`config.mk`:
```
export PLATFORM = sky130hd
export DESIGN_NAME = multi_led_blink
export DESIGN_NICKNAME = d
export VERILOG_FILES = /design/src/rtl/multi_led_blink.sv
export SDC_FILE = /design/constraint.sdc
export NUM_CORES = 1
export LEC_CHECK = 0
export BUFFER_PORTS_ARGS = -buffer_cell sky130_fd_sc_hd__buf_2
export CORE_UTILIZATION = 55
export CTS_CLUSTER_DIAMETER = 100
export DETAILED_ROUTE_END_ITERATION = 10
export PLACE_DENSITY = 0.75
export SLEW_MARGIN = 10
export SYNTH_ARGS = -nofsm -noshare
export SYNTH_HDL_FRONTEND = slang
export SYNTH_SLANG_ARGS = --single-unit
```
`constraint.sdc`:
```
create_clock -name clk -period 6.4 [get_ports clk]
set_input_delay 1.28 -clock clk [delete_from_list [all_inputs] [get_ports clk]]
set_output_delay 1.28 -clock clk [all_outputs]
set_load 0.05 [all_outputs]
```
`src/rtl/multi_led_blink.sv`:
```
// multi_led_blink: independent per-channel LED sequencers (off/on/blink/burst) sharing one ms prescaler
module multi_led_blink #(
    parameter int CH           = 4,
    parameter int BITS         = 16,
    parameter int TICKS_PER_MS = 100000
) (
    input  logic                 clk,
    input  logic                 reset,
    input  logic [CH-1:0]        load,
    input  logic [2*CH-1:0]      mode,
    input  logic [BITS*CH-1:0]   onMs,
    input  logic [BITS*CH-1:0]   offMs,
    input  logic [BITS*CH-1:0]   burstCount,
    output logic [CH-1:0]        led,
    output logic [CH-1:0]        busy,
    output logic [CH-1:0]        done
);
    localparam int PW = $clog2(TICKS_PER_MS);
    localparam logic [1:0] IDLE    = 2'd0;
    localparam logic [1:0] ON_PH   = 2'd1;
    localparam logic [1:0] OFF_PH  = 2'd2;
    localparam logic [1:0] M_ON    = 2'd1;
    localparam logic [1:0] M_BURST = 2'd3;

    logic [PW-1:0]   pre_q, pre_d;
    logic            ms_tick;
    logic [1:0]      st_q [CH];
    logic [1:0]      st_d [CH];
    logic [1:0]      md_q [CH];
    logic [1:0]      md_d [CH];
    logic [BITS-1:0] on_q [CH];
    logic [BITS-1:0] on_d [CH];
    logic [BITS-1:0] off_q [CH];
    logic [BITS-1:0] off_d [CH];
    logic [BITS-1:0] ph_q [CH];
    logic [BITS-1:0] ph_d [CH];
    logic [BITS-1:0] rem_q [CH];
    logic [BITS-1:0] rem_d [CH];
    logic [CH-1:0]   led_q, led_d, busy_q, busy_d, done_q, done_d;

    // a zero-length phase behaves as one millisecond
    function automatic logic [BITS-1:0] last_ms(input logic [BITS-1:0] len);
        return (len == '0) ? '0 : len - 1'b1;
    endfunction

    // free-running millisecond prescaler, never disturbed by load
    always_comb begin
        ms_tick = (pre_q == PW'(TICKS_PER_MS - 1));
        pre_d   = ms_tick ? '0 : pre_q + PW'(1);
    end

    // per-channel sequencer: load has priority, otherwise phases advance on ms ticks
    always_comb begin
        for (int i = 0; i < CH; i++) begin
            st_d[i]   = st_q[i];
            md_d[i]   = md_q[i];
            on_d[i]   = on_q[i];
            off_d[i]  = off_q[i];
            ph_d[i]   = ph_q[i];
            rem_d[i]  = rem_q[i];
            led_d[i]  = led_q[i];
            busy_d[i] = busy_q[i];
            done_d[i] = 1'b0;
            if (load[i]) begin
                md_d[i]   = mode[2*i +: 2];
                on_d[i]   = onMs[BITS*i +: BITS];
                off_d[i]  = offMs[BITS*i +: BITS];
                ph_d[i]   = '0;
                rem_d[i]  = (mode[2*i +: 2] == M_BURST) ? burstCount[BITS*i +: BITS] : rem_q[i];
                done_d[i] = (mode[2*i +: 2] == M_BURST) && (burstCount[BITS*i +: BITS] == '0);
                busy_d[i] = mode[2*i+1] && !done_d[i];
                st_d[i]   = busy_d[i] ? ON_PH : IDLE;
                led_d[i]  = busy_d[i] || (mode[2*i +: 2] == M_ON);
            end else if (ms_tick && st_q[i] != IDLE) begin
                if (ph_q[i] != last_ms(st_q[i] == ON_PH ? on_q[i] : off_q[i])) begin
                    ph_d[i] = ph_q[i] + 1'b1;
                end else if (st_q[i] == ON_PH) begin
                    ph_d[i]  = '0;
                    st_d[i]  = OFF_PH;
                    led_d[i] = 1'b0;
                end else if (md_q[i] == M_BURST && rem_q[i] == BITS'(1)) begin
                    ph_d[i]   = '0;
                    rem_d[i]  = '0;
                    st_d[i]   = IDLE;
                    led_d[i]  = 1'b0;
                    busy_d[i] = 1'b0;
                    done_d[i] = 1'b1;
                end else begin
                    ph_d[i]  = '0;
                    rem_d[i] = (md_q[i] == M_BURST) ? rem_q[i] - 1'b1 : rem_q[i];
                    st_d[i]  = ON_PH;
                    led_d[i] = 1'b1;
                end
            end
        end
    end

    // state registers, all cleared asynchronously by reset
    always_ff @(posedge clk or negedge reset) begin
        if (!reset) begin
            pre_q  <= '0;
            led_q  <= '0;
            busy_q <= '0;
            done_q <= '0;
            for (int i = 0; i < CH; i++) begin
                st_q[i]  <= IDLE;
                md_q[i]  <= '0;
                on_q[i]  <= '0;
                off_q[i] <= '0;
                ph_q[i]  <= '0;
                rem_q[i] <= '0;
            end
        end else begin
            pre_q  <= pre_d;
            led_q  <= led_d;
            busy_q <= busy_d;
            done_q <= done_d;
            st_q   <= st_d;
            md_q   <= md_d;
            on_q   <= on_d;
            off_q  <= off_d;
            ph_q   <= ph_d;
            rem_q  <= rem_d;
        end
    end

    assign led  = led_q;
    assign busy = busy_q;
    assign done = done_q;
endmodule

```
### Yosys cells after proc, flatten, opt, wreduce, memory -nomap -nowiden

Index checks and enable logic that the tools add are counted.

| cells by class | value |
|---|---|
| add/sub/neg operators | 13 |
| equal/unequal tests | 37 |
| mux-type cells | 133 |
| reductions and logical operators | 60 |

Operators with widths:

| cell | count |
|---|---|
| 16-bit two-way mux | 48 |
| 16-bit zero test | 8 |
| 16-bit by 1-bit subtractor with 16-bit output (second input constant) | 8 |
| 1-bit two-way mux | 68 |
| 16-bit by 1-bit adder with 16-bit output (second input constant) | 4 |
| 16-bit by 1-bit equality test with 1-bit output (second input constant) | 4 |
| 16-bit != test | 4 |
| 2-bit two-way mux | 16 |
| 2-bit nonzero test | 12 |
| 5-bit AND reduction | 4 |
| 17-bit by 1-bit adder with 17-bit output (second input constant) | 1 |
| 17-bit equality test (second input constant) | 1 |
| 17-bit two-way mux | 1 |
| 2-bit by 1-bit equality test with 1-bit output (second input constant) | 8 |
| 2-bit equality test (second input constant) | 8 |
| 1-bit logical AND | 16 |
| 2-bit != test (second input constant) | 8 |
| 4-bit AND reduction | 4 |
| 3-bit nonzero test | 4 |
| 2-bit by 1-bit != test with 1-bit output (second input constant) | 4 |
| 2-bit AND reduction | 4 |
| 1-bit zero test | 4 |
| 1-bit logical OR | 4 |

| storage, ports and cells | value |
|---|---|
| flip-flop bits (word level) | 301 |
| input bits | 206 |
| output and inout bits | 12 |
| logic and storage cells | 277 |

### Longest topological paths before layout

Gate-level depths: netlist (run 1).

| logic depth | value |
|---|---|
| depth after elaboration | 8 |
| gate-level depth with buffers | 19 |

### Worst setup path before layout (run 1)

No wires, ideal clock.

| timing path | value |
|---|---|
| kind | flip-flop to flip-flop |
| from | register st_q[5] in the netlist's numbering |
| to | register ph_q[35] in the netlist's numbering |
| setup time | 126 ps |
| arrival | 4463 ps |
| required time | 6274 ps |
| path slack | 1810 ps |
| cell stages (with the launch flop) | 18 |
| clock period less this slack | 4590 ps |
| cells stage by stage | dfrtp_1 and2b_4 buf_6 buf_2 buf_2 mux2i_1 ha_1 or3b_1 or4_1 and3_1 nor4b_1 o2bb2ai_1 a2bb2oi_1 or3b_2 o21bai_2 buf_2 nor2_1 a221o_1 |

| between the ends | value |
|---|---|
| cells in the longest elaborated chain, start to end | 8 |
| elaborated cells between the ends (all ways) | 12 |

RTL lines:

| item | RTL line | text |
|---|---|---|
| start, declared | 27 | `logic [1:0] st_q [CH];` |
| start signal, assigned | 118 | `st_q <= st_d;` |
| 2-bit by 1-bit equality test with 1-bit output | 75 | `if (ph_q[i] != last_ms(st_q[i] == ON_PH ? on_q[i] : off_q[i])) begin` |
| 16-bit two-way mux | 75 |  |
| 16-bit by 1-bit subtractor with 16-bit output or 16-bit zero test (tied branches) | 43 | `return (len == '0) ? '0 : len - 1'b1;` |
| 16-bit two-way mux | 43 |  |
| 16-bit != test | 75 |  |
| 16-bit two-way mux | 75 |  |
| 16-bit two-way mux | 74 | `end else if (ms_tick && st_q[i] != IDLE) begin` |
| 16-bit two-way mux | 64 | `if (load[i]) begin` |
| end signal, assigned | 122 | `ph_q <= ph_d;` |
| end, declared | 35 | `logic [BITS-1:0] ph_q [CH];` |

Several ways; a longest one is shown, not always the timed one. The select of a mux whose other input is x is not followed.
A chain may end at the register's enable or synchronous reset.

### Worst setup path in the final report (run 1)

| timing path | value |
|---|---|
| from | register st_q[6] in the netlist's numbering |
| to | register rem_q[51] in the netlist's numbering |

| between the ends | value |
|---|---|
| cells in the longest elaborated chain, start to end | 7 |
| elaborated cells between the ends (all ways) | 12 |

RTL lines:

| item | RTL line | text |
|---|---|---|
| 2-bit by 1-bit equality test with 1-bit output | 75, 77 |  |
| 16-bit two-way mux | 75 |  |
| 16-bit by 1-bit subtractor with 16-bit output or 16-bit zero test (tied branches) | 43 |  |
| 16-bit two-way mux | 43 |  |
| 16-bit != test | 75 |  |
| 2-bit != test (no line) | - |  |
| 5-bit AND reduction (no line) (*) | - |  |
| end signal, assigned | 123 | `rem_q <= rem_d;` |
| end, declared | 37 | `logic [BITS-1:0] rem_q [CH];` |

Every way passes the cells marked *; elsewhere a longest branch is shown, timed or not.

==> metrics, run 1 <==
outcome=finished, violations left; violated checks=DRC; Final Hold Vio Count=0; RSZ-0062 raised after global routing=no; Slew HR=20.2%; post-CTS setup buffers=0; post-route clock period utilization=89.1%; CTS sink cnt=301; initial antenna violation count=0; Top delay family on crit path=compound AO/OA/AOI/OAI gates; Die Wd=193 µm; Core Region=0.0357 mm²; yosys warns=0; layout cells sized above 1=21.0%; final setup TNS=0 ps; final setup fails=0; via-per-instance ratio=6.40; hold_ws=476 ps; Pre-antenna DRT Iters=8; clock insertion delay at the later pin of the skew report=540 ps; CTS buffer count=35; final wirelength=54500 µm; Total Routing Usage GR=29.3%; crit start category=flop; Synth Area in Compound Gates=16.8%; clock skew=16.0 ps; leakage power=9.33 nW; NumNets Final=2573; top cell type by total area after synthesis=dfrtp_1; number of synthesized flops with an enable pin=0; Max Cap Violations=0; highest clock rate=0.175 GHz; antenna cell count=0; Mapped Area=0.0200 mm²; GRT Residual Overflow=0; vias in the first global route=17200; number of hold buffers added after cts=0; Area contributors post-synth=dfrtp_1, mux2_2, mux2i_1; Initial DRC Count=1178; CP bufs+invs=1; clock-pin slew on the worst setup and hold paths=60 ps; critical path arrival=6080 ps; num rows=69; DRC viols=24; die height=193 µm; PD cells=254 mW/mm²; Port-buffer cells=217; largest family of logic cells by synthesized area=simple AND/OR/NAND/NOR gates; fill count=3019; Starting Density=56.0%; Routed Antenna Nets=0; post-cts sizing count=0; async set or reset register ratio after synthesis=100%; crit path capture type=flop; CP required=6780 ps; largest net degree at the start of global routing=134; via count=18100; Seq/Total Area, Yosys=37.7%; Hold Path Class=flop to flop; kind of critical path=flop to flop; Slew Limit Fails=0; Post-Synth XOR/XNOR Area=3.76%; synthesized net count=2429; Final GP Congestion=0.920; unique cell type count in the Yosys netlist=90; post-synthesis adder-cell area fraction=1.32%; full die area=0.0371 mm²; top cells by count, synth=dfrtp_1, nor2_1, nand2_1; CP Max Fanout=27; multiplexer area fraction after synthesis=13.3%; min Tclk post-route=5700 ps; WL/cell=19.3 µm; slowest CP cell=o211ai_1; Worst-Margin Slew=1190 ps; most common cell in the netlist=dfrtp_1; clk buf depth=3; H-tree levels=2; worst path cell trace=nor2b_2 > buf_4 > mux2i_1 > ha_1 > nor3b_1 > a211oi_1 > a31o_2 > nor2_1 > xnor2_1 > nor4_1 > o211ai_1 > or4_1 > o31a_1 > o22ai_1; # IOs=218; Simple-Gate Fraction of Synth Area=23.4%; top cell type's share of synthesized area=37.7%; Top FF cell, synth=dfrtp_1; Final HPWL DP=39500 µm; Mapped Cells=2202; FF-to-FF setup slack=700 ps; Syn-to-layout area delta=12.7%; Root Buffer=clkbuf_16; Worst VDD drop=0.213 mV; Synth Register Bits=301; Worst path max stage delay=970 ps; CTS tree=built; Mean Syn Cell Area=9.07 µm²; first-pass GRT wire length=88000 µm
## state kept, by name (all words and copies together) (netlist names)
register	flops
ph_q	64
busy	4
done	4
rem_q	64
off_q	64
on_q	64
md_q	8
pre_q	17
led	4
st_q	8
## metrics by stage
| step | std cells | area, µm² | setup slack (ps) | power [mW] | utilization [%] |
|---|---|---|---|---|---|
| finish | 2832 | 22500 | 698 | 5.72 | 63.1 |
| global placement | 2770 | 21300 | 1100 | 3.55 | 59.6 |
| global route | 2832 | 22500 | 395 | 5.99 | 63.1 |
| floorplan | 2202 | 20000 | 1810 | 3.21 | - |
| detailed placement | 2770 | 21300 | 821 | 3.58 | 59.6 |
| CTS | 2832 | 22500 | 825 | 5.75 | 63.1 |
## final cells by class
class                           count  area [µm²]  share of cell area [%]
Clock inverter                      9         148                   0.656
Timing Repair Buffer              233        1230                    5.46
Sequential cell                   301        7530                    33.5
Tap cell                          461         577                    2.56
Multi-Input combinational cell   1719       11700                    52.1
Clock buffer                       53        1090                    4.83
Inverter                           56         210                   0.934
## cell families (layout without fill, tap and decap cells)
logic type                 Yosys count  in the layout
buffers and inverters              182            351
muxes                              245            245
DFF                                301            301
adders and majority gates           21             21
and+or+nand+nor                    886            886
xor gates and xnor gates            81             81
AOI/OAI and AO/OA                  486            486
## where the power goes
group          internal (mW)  leakage [nW]  switching [mW]
Clock                   1.33         0.607           0.817
Combinational          0.544          5.01           0.715
Sequential              2.09          3.72           0.231
## path summary, 6_finish.rpt
path | cells past startpoint | endpoint | startpoint
min | 1 | pre_q[4] | pre_q[4]
max reg2reg | 14 | rem_q[51] | st_q[6]
min reg2reg | 1 | pre_q[4] | pre_q[4]
max in group asynchronous | 2 | off_q[32] | reset
min in group asynchronous | 1 | rem_q[55] | reset
max | 14 | rem_q[51] | st_q[6]
## cells in the final DEF, fill, tap and decap left out, types with 29 or more instances in the layout
cell type,count
dfrtp_1,301
buf_2,216
nor2_1,191
nand2_1,184
mux2_2,156
nor3_1,93
mux2i_1,87
a21oi_1,83
nand3_1,81
o21ai_0,81
inv_1,54
nor4_1,48
and3_1,43
xnor2_1,43
clkbuf_16,37
xor2_1,35
nand4_1,32
o21ai_1,29
## layer usage
metal	GRT usage [%]	part of all wire (%)	up-vias
met3	4.47	6.0	103
li1	-	-	8542
met2	47.6	47	676
met4	9.51	2.6	0
met5	0	0	-
met1	39.9	44	8802
(Power assumes the default switching activity.)
==> inputs of run 2 (changes only) <==
Settings changed: CORE_ASPECT_RATIO set to 0.9.
==> run 2 against run 1 <==
The flow now finishes without violations. Power down 1.1%. Clock skew up 6.4 ps. Non-clock buffer count unchanged. Routed wire length up 0.34%. First-iteration DRC count up 41%. Combinational power about the same. Design area down 0.15%. Critical path type unchanged. Largest cell class unchanged.
==> metrics, run 2 (synthesis gave the netlist of run 1 again) <==
CTS buffer count=35 (unchanged); layout cells sized above 1=21.0% (+0.033 points); vias in the first global route=17500 (+1.8%); CTS tree=built; Worst-Margin Slew=1230 ps (+33.7 ps); Final Hold Vio Count=0 (unchanged); via count=18200 (+0.35%); PD cells=252 mW/mm² (-0.94%); WL/cell=19.3 µm (about the same); # IOs=218 (unchanged); sequential share of power=40.9% (+0.4 points); crit start category=flop; Internal=3.88 mW (-2.0%); post-CTS setup buffers=0 (unchanged); Final HPWL DP=39400 µm (-0.28%); NumNets Final=2573 (unchanged); via-per-instance ratio=6.40 (about the same); min Tclk post-route=5610 ps (-87.8 ps); Initial DRC Count=1660 (+41%); Clock power frac=36.7% (-0.8 points); CP required=6790 ps (about the same); GRT Residual Overflow=0 (unchanged); Total Routing Usage GR=29.4% (+0.13 points); final setup TNS=0 ps (unchanged); leakage power=9.31 nW (-0.32%); Final GP Congestion=0.949 (+3.1%); Starting Density=56.4% (+0.44 points); Port-buffer cells=217 (unchanged); Die Wd=203 µm (+5.4%); Pwr Total=5.66 mW (-1.1%); Routed Antenna Nets=0 (unchanged); die height=183 µm (-5.1%); Slew Limit Fails=0 (unchanged); post-route clock period utilization=87.7% (-1.4 points); CTS sink cnt=301 (unchanged); Comb power frac=22.4% (+0.4 points); highest-count cells in the layout ignoring fill and taps=dfrtp_1, buf_2, nor2_1; outcome=complete, no violations; Pre-antenna DRT Iters=6 (-2); initial antenna violation count=1 (+1); first-pass GRT wire length=90100 µm (+2.4%); clock insertion delay at the later pin of the skew report=530 ps (about the same); final wirelength=54700 µm (+0.34%); critical path arrival=6000 ps (-80 ps); antenna cell count=0 (unchanged); RSZ-0062 raised after global routing=no; Root Buffer=clkbuf_16; Hold Path Class=flop to flop; num rows=65 (-5.8%); full die area=0.0371 mm² (about the same); switching power=1.78 mW (+1.0%); clock skew=22.4 ps (+6.42 ps); crit path capture type=flop; Sw Share=31.4% (+0.65 points); DRC viols=0 (-100%); Worst VDD drop=0.250 mV (+17%); worst r2r path cells=14 (unchanged); kind of critical path=flop to flop; H-tree levels=2 (unchanged); Worst Hold Depth=1 (unchanged); clock-pin slew on the worst setup and hold paths=70 ps (about the same); post-cts sizing count=0 (unchanged); number of hold buffers added after cts=0 (unchanged); CP Max Fanout=27 (unchanged); final setup fails=0 (unchanged); Syn-to-layout area delta=12.5%; largest net degree at the start of global routing=94 (-30%); Core Region=0.0354 mm² (-0.78%); highest clock rate=0.178 GHz (+1.6%); Max Cap Violations=0 (unchanged); Slew HR=17.9% (-2.3 points); clk buf depth=3 (unchanged); most common cell after layout, fill and taps aside=dfrtp_1
[run 2: cell type report]
cell class              count  area, µm²
flip-flops and latches    301       7530
inverters                  56        210
well taps                 469        587
clock buffers              49       1030
clock inverters            14        159
multi-input cells        1719      11700
repair buffers            233       1230
fillers                  2992      12900
[run 2: critical path: stages (launching register included)]
cell      delay [ps]
dfrtp_1          530
nor2b_2          230
buf_4            350
mux2i_1          310
ha_1             210
nor3b_1          650
a211oi_1         170
a31o_2           270
nor2_1           150
xnor2_1          140
nor4_1            60
o211ai_1        1000
or4_1            510
o31a_1           670
o22ai_1          190
[run 2: layer usage]
layer	wire (µm)	GRT usage, %	up-vias
li1	-	-	8545
met1	24700	42.0	8871
met2	25600	47.1	683
met3	3340	3.87	85
met4	1090	7.79	2
met5	13	0	-
[run 2: power groups by stage]
stage	registers [mW]	clock network, mW	logic [mW]
final	2.32	2.08	1.27
after global placement	2.33	0	1.21
after CTS	2.31	2.13	1.25
after floorplan	2.27	0	0.936
after global routing	2.34	2.19	1.40
after detailed placement	2.34	0	1.24
[run 2: path summary, 6_finish.rpt]
kind                          start        end  slack, ps
max                         st_q[6]  rem_q[53]        790
min                        pre_q[4]   pre_q[4]        490
max reg2reg                 st_q[6]  rem_q[53]        790
min reg2reg                pre_q[4]   pre_q[4]        490
max in group asynchronous     reset   on_q[16]       4330
min in group asynchronous     reset  off_q[14]        750
[run 2: metrics by stage]
| stage | hold slack [ps] | cells | instance area [µm²] | utilization, % | setup WS [ps] |
|---|---|---|---|---|---|
| after floorplan | 438 | 2202 | 20000 | - | 1810 |
| after global placement | 454 | 2778 | 21300 | 60.1 | 1120 |
| after detailed placement | 473 | 2778 | 21300 | 60.1 | 946 |
| after CTS | 485 | 2841 | 22500 | 63.5 | 898 |
| after global routing | 513 | 2841 | 22500 | 63.5 | 363 |
| final | 486 | 2841 | 22500 | 63.5 | 786 |
==> inputs of run 3 (changes only) <==
Settings changed: ABC_AREA set to 1, HOLD_SLACK_MARGIN set to 0.15, PLACE_DENSITY 0.75 to 0.76.
Clock period 6.4 ns to 5.96 ns, I/O delays scaled along.
==> run 3 against run 2 <==
Clock power about the same. Largest cell class unchanged. Critical path type unchanged. Sequential share of layout area increased by 0.58 points. Synthesized cell count increased by 33%. Worst hold slack got worse by 27 ps. Maximum frequency increased by 21%. Critical path depth increased by 4. Design area decreased by 1.7%. Combinational power increased by 57%. Synthesized area decreased by 1.4%. Count of clock-buffer cells in the layout decreased by 3.
==> metrics, run 3 <==
outcome=complete, no violations; first-pass GRT wire length=86700 µm (-3.7%); most common cell after layout, fill and taps aside=nand2_1; critical path arrival=5060 ps (-940 ps); kind of critical path=flop to flop; Max Cap Violations=0 (unchanged); Mean Syn Cell Area=6.71 µm² (-26%); Top delay family on crit path=simple AND/OR/NAND/NOR gates; Pre-antenna DRT Iters=6 (unchanged); via-per-instance ratio=5.37 (-16%); CTS tree=built; Top FF cell, synth=dfrtp_1; async set or reset register ratio after synthesis=100% (unchanged); Final Hold Vio Count=0 (unchanged); Initial DRC Count=1505 (-9.3%); Non-Filler Instances=3590 (+26%); CTS sink cnt=301 (unchanged); crit start category=flop; Worst VDD drop=0.237 mV (-5.1%); largest net degree at the start of global routing=173 (+84%); top cell type's share of synthesized area=38.3% (+0.54 points); Slew HR=31.9% (+14 points); hold_ws=459 ps (-26.8 ps); antenna cell count=0 (unchanged); unique cell type count in the Yosys netlist=40 (-56%); highest-count cells in the layout ignoring fill and taps=nand2_1, inv_1, dfrtp_1; top cells by count, synth=nand2_1, inv_1, dfrtp_1; clk buf depth=3 (unchanged); CTS buffer count=34 (-2.9%); most common cell in the netlist=nand2_1; PD cells=299 mW/mm² (+19%); post-CTS setup buffers=0 (unchanged); Area after DPL=0.0210 mm² (-1.3%); final setup TNS=0 ps (unchanged); Final GP Congestion=0.933 (-1.7%); post-cts sizing count=0 (unchanged); clock-pin slew on the worst setup and hold paths=60 ps (about the same); die height=182 µm (-0.69%); yosys warns=0 (unchanged); vias in the first global route=18100 (+3.6%); WL/cell=14.2 µm (-26%); initial antenna violation count=0 (-1); CP bufs+invs=2 (+1); leakage power=11.4 nW (+23%); worst path cell trace=nand2_2 > o21ai_2 > ha_1 > inv_1 > nor2_1 > nand2_1 > nor2_1 > nand2_1 > nand4_1 > nand2_1 > inv_1 > nand2_1 > nor2_1 > nand3_1 > nand2_2 > nand3_2 > nand2_1 > nand2_1; Starting Density=56.0% (-0.41 points); # IOs=218 (unchanged); full die area=0.0366 mm² (-1.4%); RSZ-0062 raised after global routing=no; Seq/Total Area, Yosys=38.3% (+0.54 points); CP required=6370 ps (-420 ps); Worst path max stage delay=810 ps (-190 ps); placed cells=3531 (+27%); CP Max Fanout=32 (+19%); H-tree levels=2 (unchanged); crit path capture type=flop; Worst-Margin Slew=1020 ps (-205 ps); highest clock rate=0.215 GHz (+21%); synthesized net count=3161 (+30%); Port-buffer cells=217 (unchanged); fin area=0.0221 mm² (-1.7%); slowest CP cell=dfrtp_1; Mapped Cells=2934 (+33%); Synth Register Bits=301 (unchanged); top cell type by total area after synthesis=dfrtp_1; Syn-to-layout area delta=12.2%; number of synthesized flops with an enable pin=0 (unchanged); layout cells sized above 1=11.1% (-10 points); Die Wd=201 µm (-0.70%); Root Buffer=clkbuf_16; GRT Residual Overflow=0 (unchanged); DRC viols=0 (unchanged); min Tclk post-route=4650 ps (-962 ps); Mapped Area=0.0197 mm² (-1.4%); final setup fails=0 (unchanged); Final HPWL DP=36900 µm (-6.3%); post-route clock period utilization=78.0% (-9.7 points); clock skew=17.5 ps (-4.98 ps); clock insertion delay at the later pin of the skew report=530 ps (about the same); Core Region=0.0351 mm² (-0.69%); final wirelength=51100 µm (-6.6%); num rows=65 (unchanged); Area contributors post-synth=dfrtp_1, nand2_1, o21ai_0; NumNets Final=3325 (+29%); Routed Antenna Nets=0 (unchanged); most frequent CP cell=nand2_1; via count=19300 (+6.0%); Total Routing Usage GR=28.1% (-1.3 points); Hold Path Class=flop to flop; number of hold buffers added after cts=0 (unchanged); Slew Limit Fails=0 (unchanged)
run 3: worst register-to-register path: stages, from the launching register on:
cell     delay, ps
dfrtp_1        810
nand2_2        480
o21ai_2        400
ha_1           200
inv_1           40
nor2_1         100
nand2_1         60
nor2_1          80
nand2_1        510
nand4_1        310
nand2_1         80
inv_1           50
nand2_1         50
nor2_1         160
nand3_1        170
nand2_2        410
nand3_2        410
nand2_1        150
nand2_1         70
run 3: report_power, final:
part | switching (mW) | leakage, nW | internal [mW]
combinational | 1.28 | 7.04 | 0.707
clock | 0.860 | 0.537 | 1.21
sequential | 0.258 | 3.83 | 2.29
run 3: layer usage:
metal  global-route usage, %  vias to the layer above  share of wire [%]
met4                    6.24                        0                1.6
met5                       0                        -                  0
met1                    40.9                     8878                 48
li1                        -                     9770                  -
met3                    3.77                       75                5.7
met2                    44.5                      559                 45
run 3: final cells by class:
cell class | instances | area (µm²)
fillers | 3274 | 13000
inverters | 328 | 1230
clock buffers | 46 | 987
repair buffers | 240 | 1290
well taps | 469 | 587
flip-flops and latches | 301 | 7530
multi-input cells | 2193 | 10400
clock inverters | 13 | 101
run 3: through the flow:
stage	util (%)	power, mW	setup slack [ps]
floorplan	-	4.04	3230
global placement	59.8	4.48	1610
detailed placement	59.8	4.54	1380
CTS	62.9	6.63	1380
global route	62.9	7.07	730
finish	62.9	6.61	1310
run 3: cells by family (layout without fill, tap and decap cells):
kind of cell    count (synthesis)  count (layout)  share of synthesized area [%]
fa+ha+maj                      21              21                           1.33
buf+inv                       440             627                           9.20
simple gates                 1757            1757                           38.3
xor+xnor                      102             102                           4.54
compound gates                313             313                           8.42
flops                         301             301                           38.3
run 3: path summary, 6_finish.rpt:
| kind | from | end | slack (ps) | cells after the start |
|---|---|---|---|---|
| min in group asynchronous | reset | off_q[24] | 470 | 1 |
| max | st_q[4] | rem_q[41] | 1310 | 18 |
| min | pre_q[0] | pre_q[0] | 460 | 1 |
| max in group asynchronous | reset | ph_q[15] | 4320 | 2 |
| max reg2reg | st_q[4] | rem_q[41] | 1310 | 18 |
| min reg2reg | pre_q[0] | pre_q[0] | 460 | 1 |
